<file path="config.mk">
export PLATFORM = sky130hd
export DESIGN_NAME = l1_data_cache
export DESIGN_NICKNAME = d
export VERILOG_FILES = /design/src/rtl/l1_data_cache.sv
export SDC_FILE = /design/constraint.sdc
export NUM_CORES = 2
export LEC_CHECK = 0
export BUFFER_PORTS_ARGS = -buffer_cell sky130_fd_sc_hd__buf_4
export CAP_MARGIN = 20
export CORE_MARGIN = 2
export CORE_UTILIZATION = 30
export CTS_BUF_LIST = sky130_fd_sc_hd__clkbuf_16
export CTS_CLUSTER_DIAMETER = 150
export CTS_CLUSTER_SIZE = 16
export DETAILED_ROUTE_END_ITERATION = 8
export GPL_ROUTABILITY_DRIVEN = 0
export GPL_TIMING_DRIVEN = 1
export PLACE_DENSITY_LB_ADDON = 0.05
export SLEW_MARGIN = 15
export SYNTH_ARGS = -nofsm -noshare
export SYNTH_HDL_FRONTEND = slang
export SYNTH_SLANG_ARGS = --single-unit
</file>
<file path="constraint.sdc">
create_clock -name clk -period 39.9 [get_ports clk]
set_input_delay 7.98 -clock clk [delete_from_list [all_inputs] [get_ports clk]]
set_output_delay 7.98 -clock clk [all_outputs]
set_load 0.02 [all_outputs]
</file>
<file path="src/rtl/l1_data_cache.sv">
// l1_data_cache: direct-mapped, write-back, write-allocate L1 data cache with 256-bit line transfers.
// Hits complete in the same cycle; misses run an optional WRITEBACK and then a FILL.
module l1_data_cache #(
   parameter int S_INDEX = 3
) (
   input  logic         clk,
   input  logic         reset,
   input  logic         mem_read,
   input  logic         mem_write,
   input  logic [3:0]   mem_byte_enable,
   input  logic [31:0]  mem_address,
   input  logic [31:0]  mem_wdata,
   output logic         mem_resp,
   output logic [31:0]  mem_rdata,
   output logic         pmem_read,
   output logic         pmem_write,
   output logic [31:0]  pmem_address,
   output logic [255:0] pmem_wdata,
   input  logic         pmem_resp,
   input  logic [255:0] pmem_rdata
);
   localparam int SETS = 1 << S_INDEX;
   localparam int TW = 27 - S_INDEX;
   typedef enum logic [1:0] {IDLE, WRITEBACK, FILL} state_t;
   state_t state, state_next;
   logic [SETS-1:0] valid, dirty;
   logic [TW-1:0] tags [SETS];
   logic [255:0] lines [SETS];
   logic [TW-1:0] tag;
   logic [S_INDEX-1:0] index;
   logic [2:0] word;
   logic [255:0] line, merged;
   logic hit, req, fill_done, write_hit, unused_ok;
   assign tag = mem_address[31:5+S_INDEX];
   assign index = mem_address[4+S_INDEX:5];
   assign word = mem_address[4:2];
   assign unused_ok = ^mem_address[1:0];
   assign line = lines[index];
   assign hit = valid[index] && tags[index] == tag;
   assign req = mem_read || mem_write;
   assign fill_done = state == FILL && pmem_resp;
   assign write_hit = state == IDLE && mem_write && hit;
   always_comb begin
      merged = line;
      for (int b = 0; b < 4; b++)
         if (mem_byte_enable[b]) merged[32*int'(word) + 8*b +: 8] = mem_wdata[8*b +: 8];
   end
   always_comb begin
      state_next = state;
      mem_resp = 1'b0;
      mem_rdata = '0;
      pmem_read = 1'b0;
      pmem_write = 1'b0;
      pmem_address = '0;
      pmem_wdata = '0;
      case (state)
         IDLE: begin
            mem_resp = req && hit;
            mem_rdata = (req && hit) ? line[32*int'(word) +: 32] : '0;
            if (req && !hit) state_next = (valid[index] && dirty[index]) ? WRITEBACK : FILL;
         end
         WRITEBACK: begin
            pmem_write = 1'b1;
            pmem_address = {tags[index], index, 5'b0};
            pmem_wdata = line;
            if (pmem_resp) state_next = FILL;
         end
         FILL: begin
            pmem_read = 1'b1;
            pmem_address = {mem_address[31:5], 5'b0};
            if (pmem_resp) state_next = IDLE;
         end
         default: state_next = IDLE;
      endcase
   end
   always_ff @(posedge clk or posedge reset) begin
      if (reset) begin
         state <= IDLE;
         valid <= '0;
         dirty <= '0;
      end else begin
         state <= state_next;
         if (fill_done) begin
            valid[index] <= 1'b1;
            dirty[index] <= 1'b0;
         end else if (write_hit) dirty[index] <= 1'b1;
      end
   end
   // data and tag arrays carry no reset; valid gates their use
   always_ff @(posedge clk) begin
      if (fill_done) begin
         lines[index] <= pmem_rdata;
         tags[index] <= tag;
      end else if (write_hit) lines[index] <= merged;
   end
endmodule

</file>
# After elaboration in Yosys (flattened, before gate mapping)
# Memory sizes are Yosys's and may differ from the RTL's.
# Index checks and enable logic that the tools add are counted.
dict set report op_classes {
  n_addsub 7
  magnitude_cmp 2
  eq_ne 6
  n_shift 9
  mux 34
  bitwise 5
  reduce_logical 13
}
# op count
set ops {}
lappend ops {{256-bit 2-to-1 mux} 6}
lappend ops {{256-bit bitwise mux} 4}
lappend ops {{8-bit by 33-bit variable shift with 256-bit output, first input constant} 4}
lappend ops {{8-bit by 33-bit indexed part select with 256-bit output} 4}
lappend ops {{256-bit by 9-bit indexed part select with 32-bit output} 1}
lappend ops {{9-bit negator with 33-bit output} 3}
lappend ops {{32-bit 2-to-1 mux} 2}
lappend ops {{32-bit case mux with 2 select lines} 1}
lappend ops {{8-bit negator with 33-bit output} 1}
lappend ops {{24-bit == test} 1}
lappend ops {{8-bit by 5-bit adder with 9-bit output, second input constant} 2}
lappend ops {{8-bit 2-to-1 mux} 2}
lappend ops {{8-bit OR} 2}
lappend ops {{1-bit 2-to-1 mux} 11}
lappend ops {{8-bit by 4-bit adder with 9-bit output, second input constant} 1}
lappend ops {{8-bit AND} 1}
lappend ops {{1-bit logical AND} 8}
lappend ops {{2-bit 2-to-1 mux} 4}
lappend ops {{8-bit NOT} 1}
lappend ops {{1-bit binary-select mux with 3-bit select} 2}
lappend ops {{2-bit case mux with 3 select lines} 1}
lappend ops {{3-bit by 4-bit < comparator with 1-bit output, second input constant} 1}
lappend ops {{2-bit != test, second input constant} 2}
lappend ops {{1-bit demux with 3-bit select} 1}
lappend ops {{10 further kinds} 10}
dict set report word_totals {
  regBits 18
  ram_bits 2240
  input_bits 329
  out_inout_bits 323
  elab_cells 81
  n_memories 2
}
# memory depth word_bits rd rd_clocked_by_memory_dff wr line
set memory_table {}
lappend memory_table {lines 8 256 1 0 1 28} ;# logic [255:0] lines [SETS];
lappend memory_table {tags 8 24 1 0 1 27} ;# logic [TW-1:0] tags [SETS];

# Logic depth before layout (Yosys ltp)
dict set report depth {
  word_depth 11
  mapped_depth 16
  depth_no_buf 9
}

# Worst setup path after synthesis
# Ideal clock, no wire load.
dict set report synth_timing {
  kind {input port to flip-flop}
  from {input port mem_address[6]}
  to {memory lines[0][0], enable pin}
  setup_time_ps 879
  arrival_ps 20690
  required_time_ps 39021
  path_slack_ps 18331
  path_stages 9
  n_path_buf 2
  path_cell_list {buf_2 buf_1 mux4_2 mux2_2 xnor2_1 nand2_1 nor4b_4 a41oi_1 nor2_1}
}
dict set report synth_via {
  elab_chain_len 8
  elab_cells_between_ends 10
  cone_classes {1 x eq/ne; 5 x mux; 1 x bitwise; 2 x reduce/logical; 1 x memory}
}
# element line
set synth_rtl {}
lappend synth_rtl {{from (decl)} 11} ;# input logic [31:0] mem_address,
lappend synth_rtl {{memory 8 x 24 bit or 1-bit binary-select mux with 3-bit select (tied branches)} --}
lappend synth_rtl {{24-bit == test or 1-bit 2-to-1 mux (tied branches)} 39} ;# assign hit = valid[index] && tags[index] == tag;
lappend synth_rtl {{1-bit logical AND} 39}
lappend synth_rtl {{1-bit logical AND} 42} ;# assign write_hit = state == IDLE && mem_write && hit;
lappend synth_rtl {{1-bit 2-to-1 mux} 94} ;# end else if (write_hit) lines[index] <= merged;
lappend synth_rtl {{1-bit 2-to-1 mux} 91} ;# if (fill_done) begin
lappend synth_rtl {{1-bit 2-to-1 mux (implied by the code)} 94}
lappend synth_rtl {{1-bit OR (no line)} --}
lappend synth_rtl {{to (decl)} 28}
# Parallel ways exist; a longest one is shown, timed or not. The select of a mux whose other input is x is not followed.

# Worst setup path after layout
dict set report layout_timing {
  from {input port mem_address[5]}
  to {output port mem_rdata[24]}
}
dict set report layout_via {
  elab_chain_len 6
  elab_cells_between_ends 10
  cone_classes {1 x eq/ne; 1 x shift; 4 x mux; 2 x reduce/logical; 2 x memory}
}
# element line
set layout_rtl {}
lappend layout_rtl {{parallel branches: the longest is 4 deep, another holds memory 8 x 256 bit} --}
lappend layout_rtl {{32-bit 2-to-1 mux *} 59} ;# mem_rdata = (req && hit) ? line[32*int'(word) +: 32] : '0;
lappend layout_rtl {{32-bit 2-to-1 mux *} 56} ;# case (state)
lappend layout_rtl {{to (decl)} 14} ;# output logic [31:0] mem_rdata,
# Every way passes the cells marked *. The select of a mux whose other input is x is not followed.

==> summary.txt <==
Timing
  – Slew @ Worst Pin: 1.36 ns
  – Setup Skew: 0.0712 ns
  – Fin. Hold Viols: 0
  – Final setup viols: 0
  – Max Slew Vio Count: 0
  – Final period util: 0.580
  – TNS Setup: 0 ns
  – RSZ-0062 raised after global routing: false
  – Final min period: between 20 and 25 ns
  – Final setup margin: 16.76 ns
  – Max Freq: 43.2 MHz
  – Slew HR: 0.0954

Drt
  – DRT iter0 DRCs: 7360
  – TritonRoute pass-1 iters: 6
  – Via density: roughly 5.6
  – Routed WL: approximately 440000 µm
  – Mean routed wirelength per cell: 41.3 µm
  – Post-route ant nets: 0
  – DR DRC count: 0
  – Vias post-DR: 60100

Synth
  – Mean area per synthesized cell: 16.0 µm²
  – Post-Syn Area: 93800 µm²
  – Synth warn: 0
  – Synth Register Bits: 2258
  – Leading area contributor after synthesis: edfxtp_1
  – Mapped Cells: 5876
  – Ys async rst share: 0.00797
  – Netlist cell types: 67
  – Synth top area cells: edfxtp_1 (72%), a22oi_1 (5.6%), mux2_4 (3.2%)
  – Area share of the largest cell type after synthesis: 0.717
  – Number of flops mapped to enable cells by yosys: 2240
  – Sequential element share of the synthesized area: 0.722
  – Post-synth top flop: edfxtp_1

Global routing
  – Pin count of the biggest net entering global routing: 106
  – Initial antenna violation count: 49
  – Number of global-route vias before repair: 57900
  – Grt total ovfl: 0
  – Total global-route track usage: 0.270
  – First-pass GRT wire length: 573000 µm

Cells and area
  – Area grow syn2layout: 15.4%
  – Multi-input gate area: 24200 µm²
  – Fin area: 108000 µm²
  – Leading cell type in the layout, fill and taps excluded: edfxtp_1
  – Register area: 67700 µm²
  – Fill cells: 29900
  – Layout Nets: 6790
  – Commonest non-fill, non-tap cells in the layout: edfxtp_1 (2240), buf_4 (830), a22oi_1 (695)
  – Share of cells above drive strength 1: 0.235

Pwr
  – Net Sw Frac: 0.265
  – Psw: 0.00130 W
  – Clock power frac: 0.326
  – Combinational group share of total power: 0.122
  – P_leak: 35.8 nW
  – PD cells: about 45 nW/µm²
  – Int Pwr: approximately 0.0036 W
  – Peak supply drop: between 0.00002 and 0.00003 V
  – Flop pwr share: 0.552

Place
  – Worst slack at placement: 16.63 ns
  – DPL Wire Length: 283000 µm
  – Placed Instance Area: 104000 µm²
  – IO Port Bufs: 644

Status
  – Status: finished, final reports clean

Floorplanning
  – Total core area: 312000 µm²
  – Die width: 563 µm
  – Rows: 205
  – Boundary Pins: between 600 and 700
  – Initial core utilization: 0.301
  – Vert. Die Dim: 563 µm
  – Die area: 317000 µm²

Clock tree
  – Postcts setup bufs: 0
  – H-tree depth: 4
  – CTS max path bufs: 4
  – Root buf cell: clkbuf_16
  – CTS tree: built
  – Clk_lat worst skew: 0.90 ns
  – Sink Count: 2258
  – Num CTS Buffers: 163
  – Post-CTS resize count: 0
  – Clock transition at path regs: 0.07 ns
  – Hold bufs inserted after CTS: 0

Critical path
  – Crit path from: mem_address[5]
  – Data required, critical path: between 30 and 40 ns
  – Setup CP Type: input port to output pin
  – Setup crit start kind: input port
  – R2R cell count: 12
  – R2r setup slk: roughly 33 ns
  – Critical Path Fanout Max: slightly above 80
  – RR Endpoint: lines[6][32]$_DFFE_PP_
  – Crit end category: output pin
  – Worst reg2reg path startpoint: tags[7][14]$_DFFE_PP_
  – Critical Path AT: 15.16 ns

Run
  – Max Cap Viol: 0

Min path
  – Worst Min Path Start: valid[4]$_DFFE_PP0P_
  – Worst Hold End: valid[4]$_DFFE_PP0P_
  – Hold/Removal Path Class: flop to flop
  – Hold Path Stages: 1
[power by group through the flow]
stage	logic [W]	registers [W]	clock network [W]
floorplan	0.000270	0.00279	0
global placement	0.000601	0.00276	0
detailed placement	0.000601	0.00276	0
CTS	0.000603	0.00270	0.00163
global route	0.000620	0.00271	0.00170
finish	0.000600	0.00270	0.00160
[cell families after synthesis]
| kind of cell | count (synthesis) | synth area share |
|---|---|---|
| flip-flops | 2258 | 0.722 |
| adder cells (fa/ha/maj) | 9 | 0.00120 |
| other | 1 | 0.0000400 |
| buffers and inverters | 481 | 0.0242 |
| AO/OA/AOI/OAI | 1557 | 0.113 |
| multiplexers | 572 | 0.0865 |
| XOR/XNOR | 17 | 0.00159 |
| AND/OR/NAND/NOR | 981 | 0.0522 |
[through the flow]
stage | std cells | util | power (W) | hold WS, ns
4_1_cts | 10600 | 0.347 | 0.00494 | 0.474
6_report | 10600 | 0.347 | 0.00490 | 0.467
5_1_grt | 10600 | 0.347 | 0.00503 | 0.482
3_5_place_dp | 10400 | 0.333 | 0.00336 | 0.452
3_3_place_gp | 10400 | 0.333 | 0.00336 | 0.447
2_1_floorplan | 5880 | - | 0.00306 | 0.434
[area by class of cell]
class | instances | share of cell area
sequential | 2258 | 0.625
multi-input combinational | 3141 | 0.223
antenna | 28 | 0.000647
inverter | 36 | 0.00135
timing repair buffer | 852 | 0.0614
clock inverter | 26 | 0.00165
tap | 4140 | 0.0478
clock buffer | 167 | 0.0386
[worst max-delay path by stage]
stage	to	slack (ns)	cells after the start
2_1_floorplan	lines[0][0]$_DFFE_PP_	18.33	9
3_3_place_gp	mem_rdata[24]	16.65	12
3_5_place_dp	mem_rdata[24]	16.63	12
4_1_cts	mem_rdata[24]	16.63	12
5_1_grt	mem_rdata[24]	16.67	12
6_report	mem_rdata[24]	16.76	12
[synth_stat cells, drive strengths merged, types with 9 or more instances]
library cell and count:
edfxtp 2240, a22oi 695, a21oi 433, nor2 352
mux2 351, nand2 260, clkbuf 229, buf 216
o21ai 128, mux2i 125, and4 123, and2 99
a221oi 97, mux4 96, a211oi 59, nand4 36
inv 35, a221o 29, a22o 27, nand3 27
o22ai 23, nor2b 22, dfrtp 18, nor3 16
o211ai 16, or2 11, xor2 11, ha 9
[flip-flops by register name, summed over array words and instances, names as in the netlist, named ones only]
name   flops
lines   2048
state      2
tags     192
valid      8
[critical path, stage by stage]
cell,delay (ns)
buf_8,0.64
buf_4,0.76
buf_4,0.73
and2_4,0.66
buf_4,0.63
buf_12,0.51
buf_4,0.64
a22oi_1,0.14
and4_1,0.40
mux4_2,0.53
a211oi_2,0.87
buf_4,0.28
[per-layer routing]
metal  global-route usage  part of all wire
met1                0.364              0.42
met2                0.427              0.46
met3               0.0353             0.059
met4                0.133             0.057
met5              0.00331           0.00062
(Power assumes the default switching activity.)
